`src/rtl/ext_mem_rr_merge_pkg.sv`:
```
// Shared native-bus layout, arbitration mode codes and merge FSM states.
// Request word is {valid, addr, wdata, wstrb}; response word is {rdata, ready}.
package ext_mem_rr_merge_pkg;

  localparam int MODE_RR    = 0;
  localparam int MODE_FIXED = 1;

  localparam int RESP_READY_BIT = 0;
  localparam int RESP_RDATA_LSB = 1;

  typedef enum logic {
    ST_IDLE  = 1'b0,
    ST_GRANT = 1'b1
  } merge_state_e;

  function automatic int req_w(input int addr_w, input int data_w);
    return 1 + addr_w + data_w + data_w / 8;
  endfunction

  function automatic int resp_w(input int data_w);
    return data_w + 1;
  endfunction

  function automatic int req_valid_bit(input int addr_w, input int data_w);
    return addr_w + data_w + data_w / 8;
  endfunction

  function automatic int req_addr_lsb(input int data_w);
    return data_w + data_w / 8;
  endfunction

  function automatic int req_wdata_lsb(input int data_w);
    return data_w / 8;
  endfunction

  // Index width never drops below one bit, even for a single master.
  function automatic int gid_w(input int n);
    return (n < 2) ? 1 : $clog2(n);
  endfunction

endpackage

```
`src/rtl/ext_mem_rr_merge_if.sv`:
```
// Native-bus bundle between N requesters, the merge and the L2 slave.
// slave = merge side, master = requesters plus L2 side.
interface ext_mem_rr_merge_if
  import ext_mem_rr_merge_pkg::*;
#(
  parameter int N_MASTERS = 2,
  parameter int ADDR_W    = 32,
  parameter int DATA_W    = 256
);
  localparam int REQ_W  = req_w(ADDR_W, DATA_W);
  localparam int RESP_W = resp_w(DATA_W);

  logic [N_MASTERS-1:0][REQ_W-1:0]  m_req;
  logic [N_MASTERS-1:0][RESP_W-1:0] m_resp;
  logic [REQ_W-1:0]                 s_req;
  logic [RESP_W-1:0]                s_resp;

  modport slave  (input  m_req, s_resp, output m_resp, s_req);
  modport master (output m_req, s_resp, input  m_resp, s_req);
endinterface

```
`src/rtl/ext_mem_rr_arbiter.sv`:
```
// Combinational rotating-priority encoder; fixed mode searches from index 0.
module ext_mem_rr_arbiter #(
  parameter int N     = 2,
  parameter int GID_W = 1
) (
  input  logic [N-1:0]     req,
  input  logic [GID_W-1:0] rr_ptr,
  input  logic             mode,
  output logic [GID_W-1:0] winner,
  output logic             any
);
  always_comb begin
    int idx;
    idx    = 0;
    winner = '0;
    any    = 1'b0;
    for (int i = 0; i < N; i++) begin
      idx = (mode ? 0 : int'(rr_ptr)) + i;
      if (idx >= N) idx = idx - N;
      if (!any && req[idx]) begin
        any    = 1'b1;
        winner = GID_W'(idx);
      end
    end
  end
endmodule

```
`src/rtl/ext_mem_rr_merge.sv`:
```
// N-master native-bus merge in front of L2: grant held for up to BURST_MAX
// transactions, responses routed only to the owner.
module ext_mem_rr_merge
  import ext_mem_rr_merge_pkg::*;
#(
  parameter int N_MASTERS = 2,
  parameter int ADDR_W    = 32,
  parameter int DATA_W    = 256,
  parameter int BURST_MAX = 16,
  parameter int MODE      = MODE_RR
) (
  input  logic                         clk,
  input  logic                         rst,
  ext_mem_rr_merge_if.slave            bus,
  output logic                         busy,
  output logic [gid_w(N_MASTERS)-1:0]  grant_id
);
  localparam int GID_W = gid_w(N_MASTERS);
  localparam int REQ_W = req_w(ADDR_W, DATA_W);
  localparam int VLD   = req_valid_bit(ADDR_W, DATA_W);
  localparam int BC_W  = $clog2(BURST_MAX + 1);

  merge_state_e         state;
  logic [GID_W-1:0]     rr_ptr;
  logic [GID_W-1:0]     winner;
  logic [BC_W-1:0]      burst_cnt;
  logic [N_MASTERS-1:0] req_vld;
  logic                 any_req;
  logic [REQ_W-1:0]     gnt_req;
  logic                 s_ready;
  logic                 gnt_ready;

  always_comb begin
    req_vld = '0;
    for (int i = 0; i < N_MASTERS; i++) req_vld[i] = bus.m_req[i][VLD];
  end

  ext_mem_rr_arbiter #(.N(N_MASTERS), .GID_W(GID_W)) u_arb (
    .req    (req_vld),
    .rr_ptr (rr_ptr),
    .mode   (MODE == MODE_FIXED),
    .winner (winner),
    .any    (any_req)
  );

  // IDLE drives nothing, so m_req never reaches s_req through the arbiter.
  assign gnt_req   = bus.m_req[grant_id];
  assign s_ready   = bus.s_resp[RESP_READY_BIT];
  assign gnt_ready = (state == ST_GRANT) && s_ready;
  assign bus.s_req = (state == ST_GRANT) ? gnt_req : '0;

  always_comb begin
    bus.m_resp = '0;
    if (gnt_ready) bus.m_resp[grant_id] = bus.s_resp;
  end

  always_ff @(posedge clk) begin
    if (rst) begin
      state     <= ST_IDLE;
      rr_ptr    <= '0;
      grant_id  <= '0;
      burst_cnt <= '0;
      busy      <= 1'b0;
    end else begin
      case (state)
        ST_IDLE: if (any_req) begin
          grant_id  <= winner;
          rr_ptr    <= (winner == GID_W'(N_MASTERS - 1)) ? '0 : winner + 1'b1;
          burst_cnt <= '0;
          state     <= ST_GRANT;
          busy      <= 1'b1;
        end
        ST_GRANT: begin
          if (s_ready) burst_cnt <= burst_cnt + 1'b1;
          // Release on a full burst or when the owner stops requesting.
          if ((s_ready && burst_cnt == BC_W'(BURST_MAX - 1)) || !gnt_req[VLD]) begin
            state <= ST_IDLE;
            busy  <= 1'b0;
          end
        end
        default: begin
          state <= ST_IDLE;
          busy  <= 1'b0;
        end
      endcase
    end
  end
endmodule

```
`src/flat_wrapper.sv`:
```
// flat-port wrapper written by rule: the top's interface ports become plain ports
module ext_mem_rr_merge_flat import ext_mem_rr_merge_pkg::*;
#(
  parameter int N_MASTERS = 2,
  parameter int ADDR_W    = 32,
  parameter int DATA_W    = 256,
  parameter int BURST_MAX = 16,
  parameter int MODE      = MODE_RR
)
  (clk, rst, busy, grant_id, bus_m_req, bus_s_resp, bus_m_resp, bus_s_req);
  ext_mem_rr_merge_if #(.N_MASTERS(N_MASTERS), .ADDR_W(ADDR_W), .DATA_W(DATA_W)) bus_i ();
  input  logic clk;
  input  logic rst;
  output logic busy;
  output logic [gid_w(N_MASTERS)-1:0] grant_id;
  input wire logic [$bits(bus_i.m_req)-1:0] bus_m_req;
  input wire logic [$bits(bus_i.s_resp)-1:0] bus_s_resp;
  output wire logic [$bits(bus_i.m_resp)-1:0] bus_m_resp;
  output wire logic [$bits(bus_i.s_req)-1:0] bus_s_req;
  assign bus_i.m_req = bus_m_req;
  assign bus_i.s_resp = bus_s_resp;
  assign bus_m_resp = bus_i.m_resp;
  assign bus_s_req = bus_i.s_req;
  ext_mem_rr_merge #(.N_MASTERS(N_MASTERS), .ADDR_W(ADDR_W), .DATA_W(DATA_W), .BURST_MAX(BURST_MAX), .MODE(MODE)) u_core (.clk(clk), .rst(rst), .bus(bus_i), .busy(busy), .grant_id(grant_id));
endmodule
```
`config.mk`:
```
export PLATFORM = sky130hd
export DESIGN_NAME = ext_mem_rr_merge_flat
export DESIGN_NICKNAME = d
export VERILOG_FILES = /design/src/rtl/ext_mem_rr_merge_pkg.sv /design/src/rtl/ext_mem_rr_merge_if.sv /design/src/rtl/ext_mem_rr_arbiter.sv /design/src/rtl/ext_mem_rr_merge.sv /design/src/flat_wrapper.sv
export SDC_FILE = /design/constraint.sdc
export NUM_CORES = 1
export LEC_CHECK = 0
export ABC_AREA = 0
export BUFFER_PORTS_ARGS = -buffer_cell sky130_fd_sc_hd__buf_4
export CAP_MARGIN = 20
export CORE_AREA = 2 2 681 683
export CTS_BUF_LIST = sky130_fd_sc_hd__clkbuf_4
export DETAILED_ROUTE_END_ITERATION = 7
export DIE_AREA = 0 0 683 685
export GPL_ROUTABILITY_DRIVEN = 0
export PLACE_DENSITY = 0.3
export SLEW_MARGIN = 5
export SYNTH_ARGS = -nofsm -noshare
export SYNTH_HDL_FRONTEND = slang
export SYNTH_HIERARCHICAL = 1
export SYNTH_SLANG_ARGS = --single-unit
```
`constraint.sdc`:
```
create_clock -name clk -period 1.98 [get_ports clk]
set_input_delay 0.495 -clock clk [delete_from_list [all_inputs] [get_ports clk]]
set_output_delay 0.495 -clock clk [all_outputs]
set_load 0.05 [all_outputs]
```
==> results_dict.tcl <==
set metrics [dict create \
    clk_path_buf_depth 2 \
    syn_area_um2 9570 \
    synth_nets 2239 \
    timing.final.ws_setup_ns -0.514 \
    layout-area-overhead-vs-synth_pct 332 \
    cell_accounting_for_the_most_synthesized_area "mux2i_1" \
    failing_checks "negative setup slack" \
    setup_violations 835 \
    post_synth_num_cell_types 33 \
    cts.clk_slew.worst_paths_ns 0.07 \
    final_max_slew_viol_count 0 \
    layout_min_cycle_time_ns 2.49 \
    r2r_cells 5 \
    synth-seq-cells 9 \
    grt_antenna_before_repair 199 \
    tightest_slew_ns 0.480 \
    routed_wirelength_um 310000 \
    vias_per_cell 2.03 \
    cp-end-kind "primary output" \
    drt_drc_violations_left 0 \
    rr_startpoint "u_core/burst_cnt[0]" \
    drive_gt1_share_pct 92.5 \
    yosysWarningCount 6 \
    overflow 0 \
    critical_path.startpoint "u_core/grant_id" \
    synth_enable_flop_cells 0 \
    synthDominantCellAreaShare_pct 33.8 \
    worstSetupStartpointType "register" \
    hold_class "primary input to register" \
    drt_pre_antenna_iters 5 \
    run_status "finished, violations left" \
    cts_made_buffers 3 \
    clock-root-buffer "clkbuf_4" \
    final_cells 9522 \
    detail_route.wl_per_cell_um 32.6 \
    synthCells 1336 \
    overall_routing_resource_usage_pct 12.4 \
    die_width_um 683 \
    design.final.nets 4205 \
    critical_path_class "register to primary output" \
    r2r_slack_ns 0.49 \
    post-place-cells 9397 \
    die_height_um 685 \
    antenna_violating_nets_left 0 \
    clkLatencyLatePin_ns 0.27 \
    buffer_ports.inserted 1737 \
    postSynth.asyncResetShare_pct 0 \
    postSynth.topFlopCell "dfxtp_1" \
    fin_util_pct 8.97 \
    timing.fmax_mhz 401 \
    timing.max_slew.rel_slack_pct 67.1 \
    cts.sink_count 9 \
    postCtsHoldBufs 0 \
    fin_skew_ns 0.0113 \
    die_area_um2 468000 \
    fin_worst_hold_slack_ns 0.492 \
    finalSetupTns_ns -300.33 \
    power-per-cell-area_nw_per_um2 357 \
    core_box_area_um2 461000 \
    initial_core_util_pct 2.08 \
    syn_avg_cell_area_um2 7.17 \
    first_global_vias 19700 \
    cap_viol_max_count 0 \
    hold_viol 0 \
    rsz0062_at_grt "true" \
    global_route_wire_length_before_repair_um 347000 \
    critical_path.max_fanout 9 \
    synthMostInstantiatedCell "and2_1" \
    largest_net_degree_at_the_start_of_global_routing 64 \
    synth_sequential_area_ratio_pct 1.88 \
    drt-initial-drc-count 1073 \
    finalPower_w 0.0148 \
    setup.worst_path.end "bus_s_req[7]" \
    pin_count 1738 \
    cp.required_ns 1.48 \
    leakagePower_nw 16.7 \
    dr_total_vias 19300 \
    post_synth_main_area_contributors "mux2i_1 (34%), and2_1 (33%), nor2b_1 (21%)" \
    ratio_of_final_minimum_period_to_clock_period_pct 126 \
    cts_htree_levels 1 \
    ir_drop_mv 0.181 \
    place.detailed.hpwl_um 291000 \
    synth.cells.most_frequent "and2_1 (512), mux2i_1 (323), nor2b_1 (322), clkbuf_2 (46), clkbuf_1 (36)" \
    cts_tree "built" \
    cp_data_arrival_time_ns 2.00 \
    r2r_end "u_core/busy" \
    placement_rows 250 \
]
## metal layers
metal	vias to the layer above	track usage, %	wire length, um
met5	-	0	634
met4	96	3.30	9380
met3	354	7.34	42600
met2	1340	23.9	167000
met1	9227	10.7	90200
li1	8268	-	-
## logic make-up after synthesis
group / after synthesis / share of synthesized area (%)
adders and majority gates: 2 / 0.261
muxes: 323 / 33.8
DFF: 9 / 1.88
and+or+nand+nor: 854 / 55.6
AOI/OAI and AO/OA: 12 / 0.876
buffers and inverters: 135 / 7.61
other: 1 / 0.0392
## metrics by stage
| step | instance area, um^2 | setup WS (ns) |
|---|---|---|
| after CTS | 39600 | -0.575 |
| after floorplan | 12500 | -0.0835 |
| final | 41400 | -0.514 |
| after global routing | 41300 | -0.564 |
| after detailed placement | 37100 | -0.737 |
| after global placement | 37100 | -0.750 |
## power breakdown
part / switching, W / internal [W] / total (W)
logic: 0.00856 / 0.00582 / 0.0144
registers: 0.0000245 / 0.000192 / 0.000217
clock network: 0.0000661 / 0.0000913 / 0.000157
total: 0.00865 / 0.00611 / 0.0148
## cell type report
class	count	area (um^2)
fillers	53700	420000
repair buffers	2093	20600
multi-input cells	1192	12700
well taps	6174	7720
flip-flops and latches	9	188
diodes	47	118
clock buffers	4	30.0
inverters	3	11.3
## sequential cells by signal (all words and copies together) (netlist names)
signal            flops
u_core/burst_cnt      5
u_core/state          1
u_core/busy           1
u_core/rr_ptr         1
u_core/grant_id       1
## how the worst min path moves through the flow
stage                     slack (ns)  depth (start not counted)             endpoint           startpoint
after floorplan                 0.46                          2  u_core/burst_cnt[4]  u_core/burst_cnt[4]
after global placement          0.47                          2  u_core/burst_cnt[4]  u_core/burst_cnt[4]
after detailed placement        0.48                          2  u_core/burst_cnt[4]  u_core/burst_cnt[4]
after CTS                       0.48                          2        u_core/rr_ptr                  rst
after global routing            0.50                          2      u_core/grant_id                  rst
final                           0.49                          2      u_core/grant_id                  rst
## timing repair
action,4_1_cts,5_1_grt
setup endpoints to repair,836,836
gates resized for setup,455,311
gates cloned,17,19
hold endpoints to repair,0,0
buffers inserted,32,11
pin swaps,49,53
## worst max-delay path, stage by stage (launching register included)
cell and delay (ns):
dfxtp_4 0.45, buf_12 0.18, buf_4 0.15, buf_12 0.15
mux2i_1 0.46, nor2b_2 0.09, buf_4 0.21
## cells in the final DEF, fill, tap and decap left out, types with 2 or more instances in the layout
master     netlist  final
buf_12           0    220
buf_6            4    103
and2_2           0    316
and2_4           0    185
bufbuf_16        0      2
and2_1         512     11
nor2b_4          0    278
inv_1            3      3
mux2i_4          0     51
diode_2          0     47
clkbuf_4         0      4
mux2i_1        323    195
dfxtp_4          0      2
buf_8            0    126
nand2_1          2      2
nand2b_1         2      2
mux2i_2          0     77
a31oi_1          2      2
ha_1             2      2
dfxtp_1          9      7
nor2b_2          0     43
buf_16           0     26
a211oi_1         3      3
buf_4           31   1601
clkbuf_16        0     15
nor2_1           7      7
No activity file was read; power rests on OpenSTA's default activity.
